--- src/rtl/imem_loader_if.sv ---
// Byte-stream and instruction-memory write bus of the program loader.
// slave is the loader side, master is the stream source / memory side.
interface imem_loader_if #(
  parameter int ADDR_WIDTH = 10
);
  logic [7:0]            ByteIn;
  logic                  ByteValid;
  logic                  ByteReady;
  logic                  MemWrEn;
  logic [ADDR_WIDTH-1:0] MemAddr;
  logic [31:0]           MemData;

  modport master (
    output ByteIn, ByteValid,
    input  ByteReady,
    input  MemWrEn, MemAddr, MemData
  );

  modport slave (
    input  ByteIn, ByteValid,
    output ByteReady,
    output MemWrEn, MemAddr, MemData
  );
endinterface

--- src/rtl/imem_loader.sv ---
// Instruction-memory program loader: assembles big-endian words from a byte
// stream, writes them at consecutive word addresses and holds the CPU meanwhile.
module imem_loader #(
  parameter int ADDR_WIDTH = 10,
  parameter int MAX_WORDS  = 256,
  parameter int LEN_WIDTH  = 9
) (
  input  logic                 clk,
  input  logic                 reset_n,
  input  logic                 Start,
  input  logic [LEN_WIDTH-1:0] Length,
  imem_loader_if.slave         bus,
  output logic                 CpuHold,
  output logic                 Done,
  output logic                 Error,
  output logic [31:0]          Checksum
);

  localparam logic [2:0] S_IDLE  = 3'd0;
  localparam logic [2:0] S_RECV  = 3'd1;
  localparam logic [2:0] S_WRITE = 3'd2;
  localparam logic [2:0] S_DONE  = 3'd3;
  localparam logic [2:0] S_ERROR = 3'd4;

  localparam int                   IDX_W   = ADDR_WIDTH - 2;
  localparam logic [LEN_WIDTH-1:0] MAX_LEN = LEN_WIDTH'(MAX_WORDS);

  logic [2:0]            state;
  logic [1:0]            byte_cnt;
  logic [IDX_W-1:0]      word_idx;
  logic [LEN_WIDTH-1:0]  len_q;
  logic [23:0]           shift_q;
  logic                  wr_en;
  logic [ADDR_WIDTH-1:0] addr_q;
  logic [31:0]           data_q;

  logic byte_xfer;
  logic last_word;

  assign bus.ByteReady = (state == S_RECV);
  assign bus.MemWrEn   = wr_en;
  assign bus.MemAddr   = addr_q;
  assign bus.MemData   = data_q;

  assign byte_xfer = bus.ByteValid && (state == S_RECV);
  assign last_word = (LEN_WIDTH'(word_idx) + LEN_WIDTH'(1)) == len_q;

  always_ff @(posedge clk) begin
    if (!reset_n) begin
      state    <= S_IDLE;
      byte_cnt <= '0;
      word_idx <= '0;
      len_q    <= '0;
      shift_q  <= '0;
      wr_en    <= 1'b0;
      addr_q   <= '0;
      data_q   <= '0;
      CpuHold  <= 1'b0;
      Done     <= 1'b0;
      Error    <= 1'b0;
      Checksum <= '0;
    end else begin
      wr_en <= 1'b0;
      case (state)
        S_IDLE, S_DONE, S_ERROR: begin
          if (Start) begin
            Done     <= 1'b0;
            Error    <= 1'b0;
            Checksum <= '0;
            byte_cnt <= '0;
            word_idx <= '0;
            len_q    <= Length;
            if (Length > MAX_LEN) begin
              state <= S_ERROR;
              Error <= 1'b1;
            end else if (Length == '0) begin
              state <= S_DONE;
              Done  <= 1'b1;
            end else begin
              state   <= S_RECV;
              CpuHold <= 1'b1;
            end
          end
        end

        S_RECV: begin
          if (byte_xfer) begin
            shift_q  <= {shift_q[15:0], bus.ByteIn};
            byte_cnt <= byte_cnt + 2'd1;
            // Fourth byte goes straight into the write register, so the
            // write strobe lines up with the single WRITE cycle.
            if (byte_cnt == 2'd3) begin
              state  <= S_WRITE;
              wr_en  <= 1'b1;
              addr_q <= {word_idx, 2'b00};
              data_q <= {shift_q, bus.ByteIn};
            end
          end
        end

        S_WRITE: begin
          Checksum <= Checksum ^ data_q;
          if (last_word) begin
            state   <= S_DONE;
            Done    <= 1'b1;
            CpuHold <= 1'b0;
          end else begin
            word_idx <= word_idx + IDX_W'(1);
            state    <= S_RECV;
          end
        end

        default: state <= S_IDLE;
      endcase
    end
  end

endmodule

--- src/flat_wrapper.sv ---
// flat-port wrapper written by rule: the top's interface ports become plain ports
module imem_loader_flat 
#(
  parameter int ADDR_WIDTH = 10,
  parameter int MAX_WORDS  = 256,
  parameter int LEN_WIDTH  = 9
)
  (clk, reset_n, Start, Length, CpuHold, Done, Error, Checksum, bus_ByteIn, bus_ByteValid, bus_ByteReady, bus_MemWrEn, bus_MemAddr, bus_MemData);
  imem_loader_if #(.ADDR_WIDTH(ADDR_WIDTH)) bus_i ();
  input  logic clk;
  input  logic reset_n;
  input  logic Start;
  input  logic [LEN_WIDTH-1:0] Length;
  output logic CpuHold;
  output logic Done;
  output logic Error;
  output logic [31:0] Checksum;
  input wire logic [$bits(bus_i.ByteIn)-1:0] bus_ByteIn;
  input wire logic [$bits(bus_i.ByteValid)-1:0] bus_ByteValid;
  output wire logic [$bits(bus_i.ByteReady)-1:0] bus_ByteReady;
  output wire logic [$bits(bus_i.MemWrEn)-1:0] bus_MemWrEn;
  output wire logic [$bits(bus_i.MemAddr)-1:0] bus_MemAddr;
  output wire logic [$bits(bus_i.MemData)-1:0] bus_MemData;
  assign bus_i.ByteIn = bus_ByteIn;
  assign bus_i.ByteValid = bus_ByteValid;
  assign bus_ByteReady = bus_i.ByteReady;
  assign bus_MemWrEn = bus_i.MemWrEn;
  assign bus_MemAddr = bus_i.MemAddr;
  assign bus_MemData = bus_i.MemData;
  imem_loader #(.ADDR_WIDTH(ADDR_WIDTH), .MAX_WORDS(MAX_WORDS), .LEN_WIDTH(LEN_WIDTH)) u_core (.clk(clk), .reset_n(reset_n), .Start(Start), .Length(Length), .bus(bus_i), .CpuHold(CpuHold), .Done(Done), .Error(Error), .Checksum(Checksum));
endmodule
--- config.mk ---
export PLATFORM = sky130hd
export DESIGN_NAME = imem_loader_flat
export DESIGN_NICKNAME = d
export VERILOG_FILES = /design/src/rtl/imem_loader_if.sv /design/src/rtl/imem_loader.sv /design/src/flat_wrapper.sv
export SDC_FILE = /design/constraint.sdc
export NUM_CORES = 1
export LEC_CHECK = 0
export CORE_MARGIN = 2
export CORE_UTILIZATION = 35
export CTS_CLUSTER_SIZE = 20
export DETAILED_ROUTE_END_ITERATION = 8
export PLACE_DENSITY_LB_ADDON = 0.08
export REMOVE_ABC_BUFFERS = 1
export SYNTH_ARGS = -nofsm -noshare
export SYNTH_HDL_FRONTEND = slang
export SYNTH_SLANG_ARGS = --single-unit
--- constraint.sdc ---
create_clock -name clk -period 2.7 [get_ports clk]
set_clock_uncertainty 0.2 [all_clocks]
set_input_delay 0.27 -clock clk [delete_from_list [all_inputs] [get_ports clk]]
set_output_delay 0.27 -clock clk [all_outputs]
set_load 0.02 [all_outputs]
==> results.txt, run 1 <==
Setup repair after global routing left no endpoint under its margin. The largest net degree at the start of global routing is 60. The per-instance average area after synthesis is 7.94 sq um. The critical path goes through nand2b_1 > nor2_1 > clkdlybuf4s50_1. STA puts the critical path data arrival time at 1.98 ns.

The multi-input combinational cells in the finished layout cover a total of ~2200 sq um. The largest driver fanout on the critical path is 6. The number of placement rows is 42.

The final clock period utilization by the worst path came out at between 90% and 100%. The number of distinct library cells after synthesis came out at 42. The worst-case setup slack after placement came out at 0.132 ns. The initial utilization of the core area, before any placement, comes to 36.2%. The power density over the cells is 697 nW/um^2. After synthesis, the largest family of logic cells by area is simple AND/OR/NAND/NOR gates. The standard cell core area came out at 13,300 sq um. The final net count is 724.

The repair_antennas step left the layout with diodes totalling 0. The clock network accounts for 45.4% of the total power. The number of fill cells in the layout is 1,327. CTS placed an instance of sky130_fd_sc_hd__clkbuf_16 at the clock tree root. TritonCTS built the clock tree. The number of antenna violations at the first check in global routing is 0. The internal power of the cells totals 3430 uW. The initial DRC count came out at ~180. The share of synthesized area spent on multiplexers came out at less than 1%. After detailed routing, the number of remaining DRC violations is 0. The cell type of the slowest stage on the worst timing path is sky130_fd_sc_hd__clkdlybuf4s50_1. The post-synthesis compound-gate area fraction came out at 11.7%.

The path with the worst hold slack has its endpoint at u_core.len_q[7]. Before antenna repair, the detailed router went through 4 iterations. The count of endpoints failing hold in the final timing report was 0. The number of clock buffers inserted by TritonCTS came out at 17. The flow ran to the end, and the final reports show no timing, DRC or antenna violations. Routability-driven placement finished with a final weighted congestion of 0.823.

The final count of pins violating max slew came out at 0. Across the VDD grid, the largest voltage drop is 0.352 mV. The area overhead of the layout relative to synthesis came out at 35.8%. The top cell type's share of synthesized area is between 50% and 60%. The clock-pin slew reported for the worst setup and hold paths after clock tree synthesis is 0.05 ns. Of the total power, the share spent switching nets is around 25%.

The required time at the endpoint of the critical path came out at 2.23 ns. The path class of the tightest hold or removal check is input pin to flip-flop. The synthesized netlist devotes 0.518% of its cell area to adder and majority cells. Clock tree synthesis found a total of 122 sinks. The clock reaches the later pin of the worst-skew pair after 0.41 ns. The cell taking the most area after synthesis is sky130_fd_sc_hd__dfxtp_1.

The boundary pin count came out at 100. Once routing completed, OpenROAD measured the worst setup slack at 0.247 ns. For the worst flop-to-flop path, the logic depth is 8. The deepest level of the CTS H-tree is 4. The worst setup path is captured at a primary output.

The routed wire length is 11.4 mm. The timing startpoint of the critical path is u_core.state[0]. The final-report setup violation count came out at 0. Yosys attributes the largest share of cell area to sky130_fd_sc_hd__dfxtp_1 51%, sky130_fd_sc_hd__nand2_1 16%, sky130_fd_sc_hd__a21oi_1 8.5%. The remaining global-route overflow came out at 0. The mapped cell area came out at 4830 sq um. The routed via count came out at 4,202.

After detailed routing, the number of vias per cell comes to 4.72. The post-synthesis share of cell area spent on xor and xnor gates came out at 7.97%. The analysis attributes to cell leakage a power of 0.00230 uW. The cell count after synthesis came out at 609. The wire length per cell after detailed routing is 12.8 microns. The share of synthesized cell area in and, or, nand and nor gates came out at 24.4%. On the worst path, the slowest cell contributes a delay of 0.67 ns. The die covers 14,800 sq um. The total of max-cap violations came out at 0. The horizontal extent of the die is 122 microns. In the final layout, the share of cells above drive strength 1 is 6.58%.

From bottom edge to top edge, the die measures 122 microns. Counting flops and latches in the post-synthesis netlist gives between 100 and 150. The critical setup path kind is flip-flop to primary output. The total of buffers placed on input and output ports came out at 97.

The worst register-to-register path ends at u_core.word_idx[2]. The worst slew margin relative to its limit is 63.9%. The part of the power in combinational logic came out at between 10% and 20%. The startpoint identified for the worst register-to-register timing path is u_core.word_idx[1]. The share of total power dissipated in sequential elements is 42.0%.

The worst hold path cell count is 3. The number of buffers on the longest clock path came out at 2. The share of the Yosys chip area taken by registers is between 50 and 60%. Leaving out fill and tap cells, the most frequent cell in the layout is sky130_fd_sc_hd__nand2_1. The count of antenna-violating nets left after detailed routing is 0. Buffers added to address setup during post-CTS repair amount to 0. The worst setup path is launched from a flip-flop. The actual transition at the worst max-transition pin is 0.542 ns. The start point of the worst min-delay path is Length[7]. The routed design could run at a clock period as short as 2.45 ns. The number of global-route vias before repair was ~3,800. The timing-limited maximum frequency is 0.408 GHz. The sequential standard cell area came out at 2440 sq um. The hold buffer count at CTS came out at 0.

The wire-length estimate of the detail-placed layout is 7.66 mm. The post-cts gate resize count came out at 0. The worst register-to-register path has a setup slack of 0.30 ns. The total of warnings raised by yosys came out at 0. The overall track demand over capacity in global routing is approximately 16%. The wire length of the first global-routing pass is approximately 19 mm. The top cell types in the final layout, fill and taps aside, are 200 x sky130_fd_sc_hd__nand2_1, 121 x sky130_fd_sc_hd__dfxtp_1, 97 x sky130_fd_sc_hd__clkdlybuf4s50_1. The final total negative setup slack is 0 ns. The net load switching power came out at 1140 uW.
## metal layers
| layer | GRT usage, % | vias to the layer above | routed length [microns] |
|---|---|---|---|
| met1 | 20.5 | 1928 | 5480 |
| met3 | 4.45 | 14 | 572 |
| met5 | 0 | - | 0 |
| li1 | - | 2161 | - |
| met4 | 6.68 | 0 | 176 |
| met2 | 25.3 | 99 | 5210 |
## synthesized netlist by cell type
library cell                instances
sky130_fd_sc_hd__a31oi_1            2
sky130_fd_sc_hd__conb_1             1
sky130_fd_sc_hd__o21bai_1           1
sky130_fd_sc_hd__nand2_1          200
sky130_fd_sc_hd__dfxtp_1          122
sky130_fd_sc_hd__buf_4              2
sky130_fd_sc_hd__buf_1              1
sky130_fd_sc_hd__a211oi_1           1
sky130_fd_sc_hd__or3b_1             1
sky130_fd_sc_hd__o22ai_1            2
sky130_fd_sc_hd__a221oi_1           1
sky130_fd_sc_hd__or2_2              2
sky130_fd_sc_hd__xnor2_1            6
sky130_fd_sc_hd__a2111oi_1          1
sky130_fd_sc_hd__nor2_1            42
sky130_fd_sc_hd__o21ai_0            9
sky130_fd_sc_hd__xor2_1            38
sky130_fd_sc_hd__mux2i_1            4
sky130_fd_sc_hd__inv_1              4
sky130_fd_sc_hd__nor3b_1            2
sky130_fd_sc_hd__a21oi_1           82
sky130_fd_sc_hd__nand3b_1           1
sky130_fd_sc_hd__o22a_1             1
sky130_fd_sc_hd__o2111ai_1          1
sky130_fd_sc_hd__nor3_2             1
sky130_fd_sc_hd__and4_1             1
sky130_fd_sc_hd__buf_6              1
sky130_fd_sc_hd__nand4_1            3
sky130_fd_sc_hd__a21o_1             1
sky130_fd_sc_hd__and3_1             3
sky130_fd_sc_hd__nand2b_1           7
sky130_fd_sc_hd__nor4_2             1
sky130_fd_sc_hd__nand3_1           10
sky130_fd_sc_hd__a41o_1             1
sky130_fd_sc_hd__and2_1             5
sky130_fd_sc_hd__a21boi_1           1
sky130_fd_sc_hd__o31a_1             1
sky130_fd_sc_hd__buf_2              5
sky130_fd_sc_hd__clkbuf_1          33
sky130_fd_sc_hd__ha_1               2
sky130_fd_sc_hd__nor4_1             2
sky130_fd_sc_hd__nor3_1             4
## metrics by stage
| step | std cells | utilization (%) | power, uW | hold WS [ns] | cell area (sq um) |
|---|---|---|---|---|---|
| final | 890 | 49.2 | 4570 | 0.233 | 6560 |
| after global routing | 890 | 49.2 | 4780 | 0.230 | 6560 |
| after CTS | 890 | 49.1 | 4620 | 0.222 | 6550 |
| after detailed placement | 858 | 45.0 | 2530 | 0.243 | 6000 |
| after global placement | 858 | 45.0 | 2530 | 0.241 | 6000 |
| after floorplan | 568 | - | 2280 | 0.192 | 4660 |
## worst max-delay path, delay by kind of cell, from the launching register on
| kind | cells | cell delay, ns |
|---|---|---|
| DFF | 1 | 0.41 |
| and+or+nand+nor | 2 | 0.49 |
| buffers and inverters | 1 | 0.67 |
## cells by family (layout without fill, tap and decap cells)
| kind of cell | Yosys count | count (layout) |
|---|---|---|
| multiplexers | 4 | 4 |
| flip-flops | 122 | 122 |
| XOR/XNOR | 44 | 44 |
| other | 1 | 2 |
| buffers and inverters | 46 | 150 |
| AO/OA/AOI/OAI | 105 | 105 |
| adder cells (fa/ha/maj) | 2 | 2 |
| AND/OR/NAND/NOR | 285 | 285 |
## worst max path at each step
stage | end | slack [ns]
floorplan | u_core.word_idx[2] | -1.01
global placement | u_core.word_idx[2] | 0.25
detailed placement | u_core.word_idx[2] | 0.13
CTS | u_core.word_idx[2] | 0.13
global route | u_core.word_idx[2] | 0.09
finish | bus_ByteReady | 0.25
## registers in the layout, summed over array words and instances, names as in the netlist
signal,count
u_core.byte_cnt,2
u_core.Done,1
u_core.bus.MemData,32
u_core.CpuHold,1
u_core.state,3
u_core.len_q,9
u_core.shift_q,24
u_core.bus.MemWrEn,1
u_core.word_idx,8
u_core.bus.MemAddr,8
u_core.Checksum,32
u_core.Error,1
## power by group through the flow
stage / combinational [uW] / clock (uW) / sequential [uW]
5_1_grt: 644 / 2210 / 1930
4_1_cts: 583 / 2130 / 1920
6_report: 579 / 2070 / 1920
2_1_floorplan: 325 / 0 / 1950
3_3_place_gp: 575 / 0 / 1950
3_5_place_dp: 581 / 0 / 1950
## cell type report
cell class                 count  share of cell area, %
inverter                       4                  0.229
multi-input combinational    442                   33.9
sequential                   122                   37.2
clock buffer                  31                   7.89
tap                          176                   3.35
timing repair buffer         114                   16.9
clock inverter                 1                  0.457
No activity file was read; power rests on OpenSTA's default activity.
==> run 2, diff against run 1 <==
--- a/config.mk
+++ b/config.mk
@@ -7,7 +7,6 @@
 export LEC_CHECK = 0
 export CORE_MARGIN = 2
 export CORE_UTILIZATION = 35
-export CTS_CLUSTER_SIZE = 20
 export DETAILED_ROUTE_END_ITERATION = 8
 export PLACE_DENSITY_LB_ADDON = 0.08
 export REMOVE_ABC_BUFFERS = 1
==> constraint.sdc (replaced) <==
create_clock -name clk -period 2.08 [get_ports clk]
set_clock_uncertainty 0.2 [all_clocks]
set_input_delay 0.208 -clock clk [delete_from_list [all_inputs] [get_ports clk]]
set_output_delay 0.208 -clock clk [all_outputs]
set_load 0.02 [all_outputs]
==> results.txt, run 2 (synthesized netlist as in run 1, its figures left out) <==
The horizontal extent of the die was 122 microns (unchanged). The startpoint identified for the worst register-to-register timing path is u_core.word_idx[1]. The final-report setup violation count is 7 (+7). The standard cell core area came out at 13,300 sq um (unchanged). The final clock period utilization by the worst path came out at 104%. The most common cell after layout, fill and taps aside is sky130_fd_sc_hd__nand2_1.

STA classifies the critical path endpoint as a flip-flop. The tightest min-delay check is of the input pin to flip-flop type. The wire length of the first global-routing pass came to 19.3 mm (+3.9%). The post-route cell area is 6920 sq um (+5.4%). The placed cell area came out at 6200 sq um (+3.3%). The final total negative setup slack was -0.346 ns (-0.346 ns). The net switching share of the total power came out at 25.7% (+0.78 points).

The die footprint came out at 14,800 sq um (unchanged). The part of the power in combinational logic is 14.1% (+1.4 points). The startpoint identified for the worst hold timing path is Length[5]. The final count of pins violating max slew is 0 (unchanged). The remaining global-route overflow came out at 0 (unchanged). The largest net degree at the start of global routing came out at 37 (-38%).

The boundary pin count is 100 (unchanged). The detail-routed via count per cell came out at 4.68 (-0.82%). For hold timing, the worst endpoint is u_core.len_q[5]. The DRC violations left is 0 (unchanged). The share of cells above drive strength 1 is 13.5% (+6.9 points). Setup repair after global routing could not meet its margin everywhere. The worst setup path is launched from a flip-flop. The final net count was 751 (+3.7%).

Timing would allow up to between 0.4 and 0.5 GHz. The number of buffers on the longest clock path was 2 (unchanged). The global placement routability congestion came to 0.801 (-2.6%). The clock share of power came out at 45.7% (+0.3 points). The overall track demand over capacity in global routing came out at 16.8% (+0.83 points). The final reports fail on setup timing. The sequential group share of total power came out at 40.2% (-1.8 points). TritonCTS built the clock tree. The worst reg-to-reg setup slack came out at -0.08 ns (-0.38 ns). The worst hold path cell count came out at 3 (unchanged). The count of antenna-violating nets left after detailed routing is 0 (unchanged).

The smallest hold slack is 0.172 ns (-0.0601 ns). The clock-pin slew reported for the worst setup and hold paths after clock tree synthesis was 0.05 ns (about the same). The worst setup margin is -0.0812 ns (-0.328 ns).

The deepest level of the CTS H-tree came to 4 (unchanged). The power density over the cells came out at 894 nW/um^2 (+28%). The number of clock buffers inserted by TritonCTS came out at 17 (unchanged). In this run the critical register-to-register path is captured at u_core.word_idx[2]. The count of endpoints failing hold in the final timing report came out at 0 (unchanged). The number of global-route vias before repair came to 4,044 (+6.1%). From synthesis to final layout, the design area changed by 43.0%. The number of inserted diodes is 0 (unchanged). The flow ran to the end, but the final reports show violations.

The highest ir drop seen on vdd came out at 0.469 mV (+33%). The half-perimeter wire length of the detailed placement result is 8.17 mm (+6.6%). The initial DRC count is 245 (+35%).

The standby leakage power is 0.00251 uW (+8.9%). The routed wire length came out at 11.9 mm (+4.0%). The data arrival time of the critical path is 2.31 ns (+0.33 ns). The total power came out at 6180 uW (+35%). The critical path is of the flip-flop to flip-flop type.

The routed via count is 4,294 (+2.2%). The count of TritonRoute iterations in the first routing pass is 4 (unchanged). The count of placed standard cells in the final layout, fillers left out came out at 917 (+3.0%). The total of buffers placed on input and output ports is 97 (unchanged). The logic depth of the worst register-to-register path came out at 8 (unchanged). The net load switching power came out at 1590 uW (+39%). The wire length per cell after detailed routing came out at 13.0 microns (+0.98%). The total of max-cap violations is 0 (unchanged). Clock tree synthesis selected as its root buffer the cell sky130_fd_sc_hd__clkbuf_16. The insertion delay to the later sink of the worst-skew pair is 0.41 ns (about the same). The internal power is 4590 uW (+34%). The height of the chip is 122 microns (unchanged). The minimum clock period is around 2.2 ns. The largest driver fanout on the critical path came out at 3 (-3). The TritonCTS sink count is 122 (unchanged). The required time at the endpoint of the critical path is 2.23 ns (about the same). The number of antenna violations at the first check in global routing came out at 0 (unchanged). The number of placement rows was 42 (unchanged). The library cells used most frequently in the layout, excluding fill and tap cells, are 198 x sky130_fd_sc_hd__nand2_1, 116 x sky130_fd_sc_hd__dfxtp_1, 96 x sky130_fd_sc_hd__clkdlybuf4s50_1.

The placed instance count is 883 (+2.9%). The effective utilization at floorplan came to 36.2% (unchanged).
[run 2: worst max path at each step]
stage	start	end	slack [ns]
floorplan	u_core.state[1]	u_core.word_idx[2]	-1.63
global placement	u_core.word_idx[0]	u_core.word_idx[2]	-0.17
detailed placement	u_core.word_idx[0]	u_core.word_idx[2]	-0.23
CTS	u_core.word_idx[0]	u_core.word_idx[2]	-0.08
global route	u_core.word_idx[1]	u_core.word_idx[2]	-0.18
finish	u_core.word_idx[1]	u_core.word_idx[2]	-0.08
[run 2: layer usage]
layer | wire, microns | GRT usage, %
met1 | 5690 | 21.2
met2 | 5620 | 26.9
met3 | 430 | 4.31
met4 | 159 | 7.83
met5 | 0 | 0
[run 2: cell type report]
class / count / area (sq um)
fillers: 1317 / 6430
flip-flops and latches: 122 / 2460
multi-input cells: 442 / 2290
repair buffers: 141 / 1350
clock buffers: 26 / 519
well taps: 176 / 220
clock inverters: 6 / 60.1
inverters: 4 / 15.0
[run 2: through the flow]
step	setup slack [ns]	utilization, %
after floorplan	-1.63	-
after global placement	-0.168	46.5
after detailed placement	-0.235	46.5
after CTS	-0.0785	51.2
after global routing	-0.182	51.8
final	-0.0812	51.8
[run 2: power groups by stage]
stage	sequential, uW	clock (uW)	combinational [uW]
after floorplan	2530	0	422
after CTS	2480	2900	861
after global placement	2520	0	828
final	2480	2820	872
after global routing	2490	3020	966
after detailed placement	2530	0	838
[run 2: worst max-delay path, cell delays in order, from the launching register on]
cell                        delay, ns
sky130_fd_sc_hd__dfxtp_2         0.36
sky130_fd_sc_hd__ha_4            0.15
sky130_fd_sc_hd__and4_4          0.22
sky130_fd_sc_hd__nand4_1         0.14
sky130_fd_sc_hd__xnor2_1         0.17
sky130_fd_sc_hd__nor4_2          0.28
sky130_fd_sc_hd__a21boi_2        0.13
sky130_fd_sc_hd__a2111oi_2       0.33
sky130_fd_sc_hd__a41o_1          0.13
[run 2: what timing repair did]
action / 4_1_cts / 5_1_grt
endpoints found under the setup margin: 10 / 52
pin swaps: 8 / 6
resized for setup: 16 / 19
setup buffers: 0 / 2
hold buffers: 0 / 0
==> run 3, diff against run 2 <==
--- a/config.mk
+++ b/config.mk
@@ -10,6 +10,7 @@
 export DETAILED_ROUTE_END_ITERATION = 8
 export PLACE_DENSITY_LB_ADDON = 0.08
 export REMOVE_ABC_BUFFERS = 1
+export SLEW_MARGIN = 20
 export SYNTH_ARGS = -nofsm -noshare
 export SYNTH_HDL_FRONTEND = slang
 export SYNTH_SLANG_ARGS = --single-unit
==> results of run 3 <==
No change in the layout: final DEF, timing and power equal those of run 2.
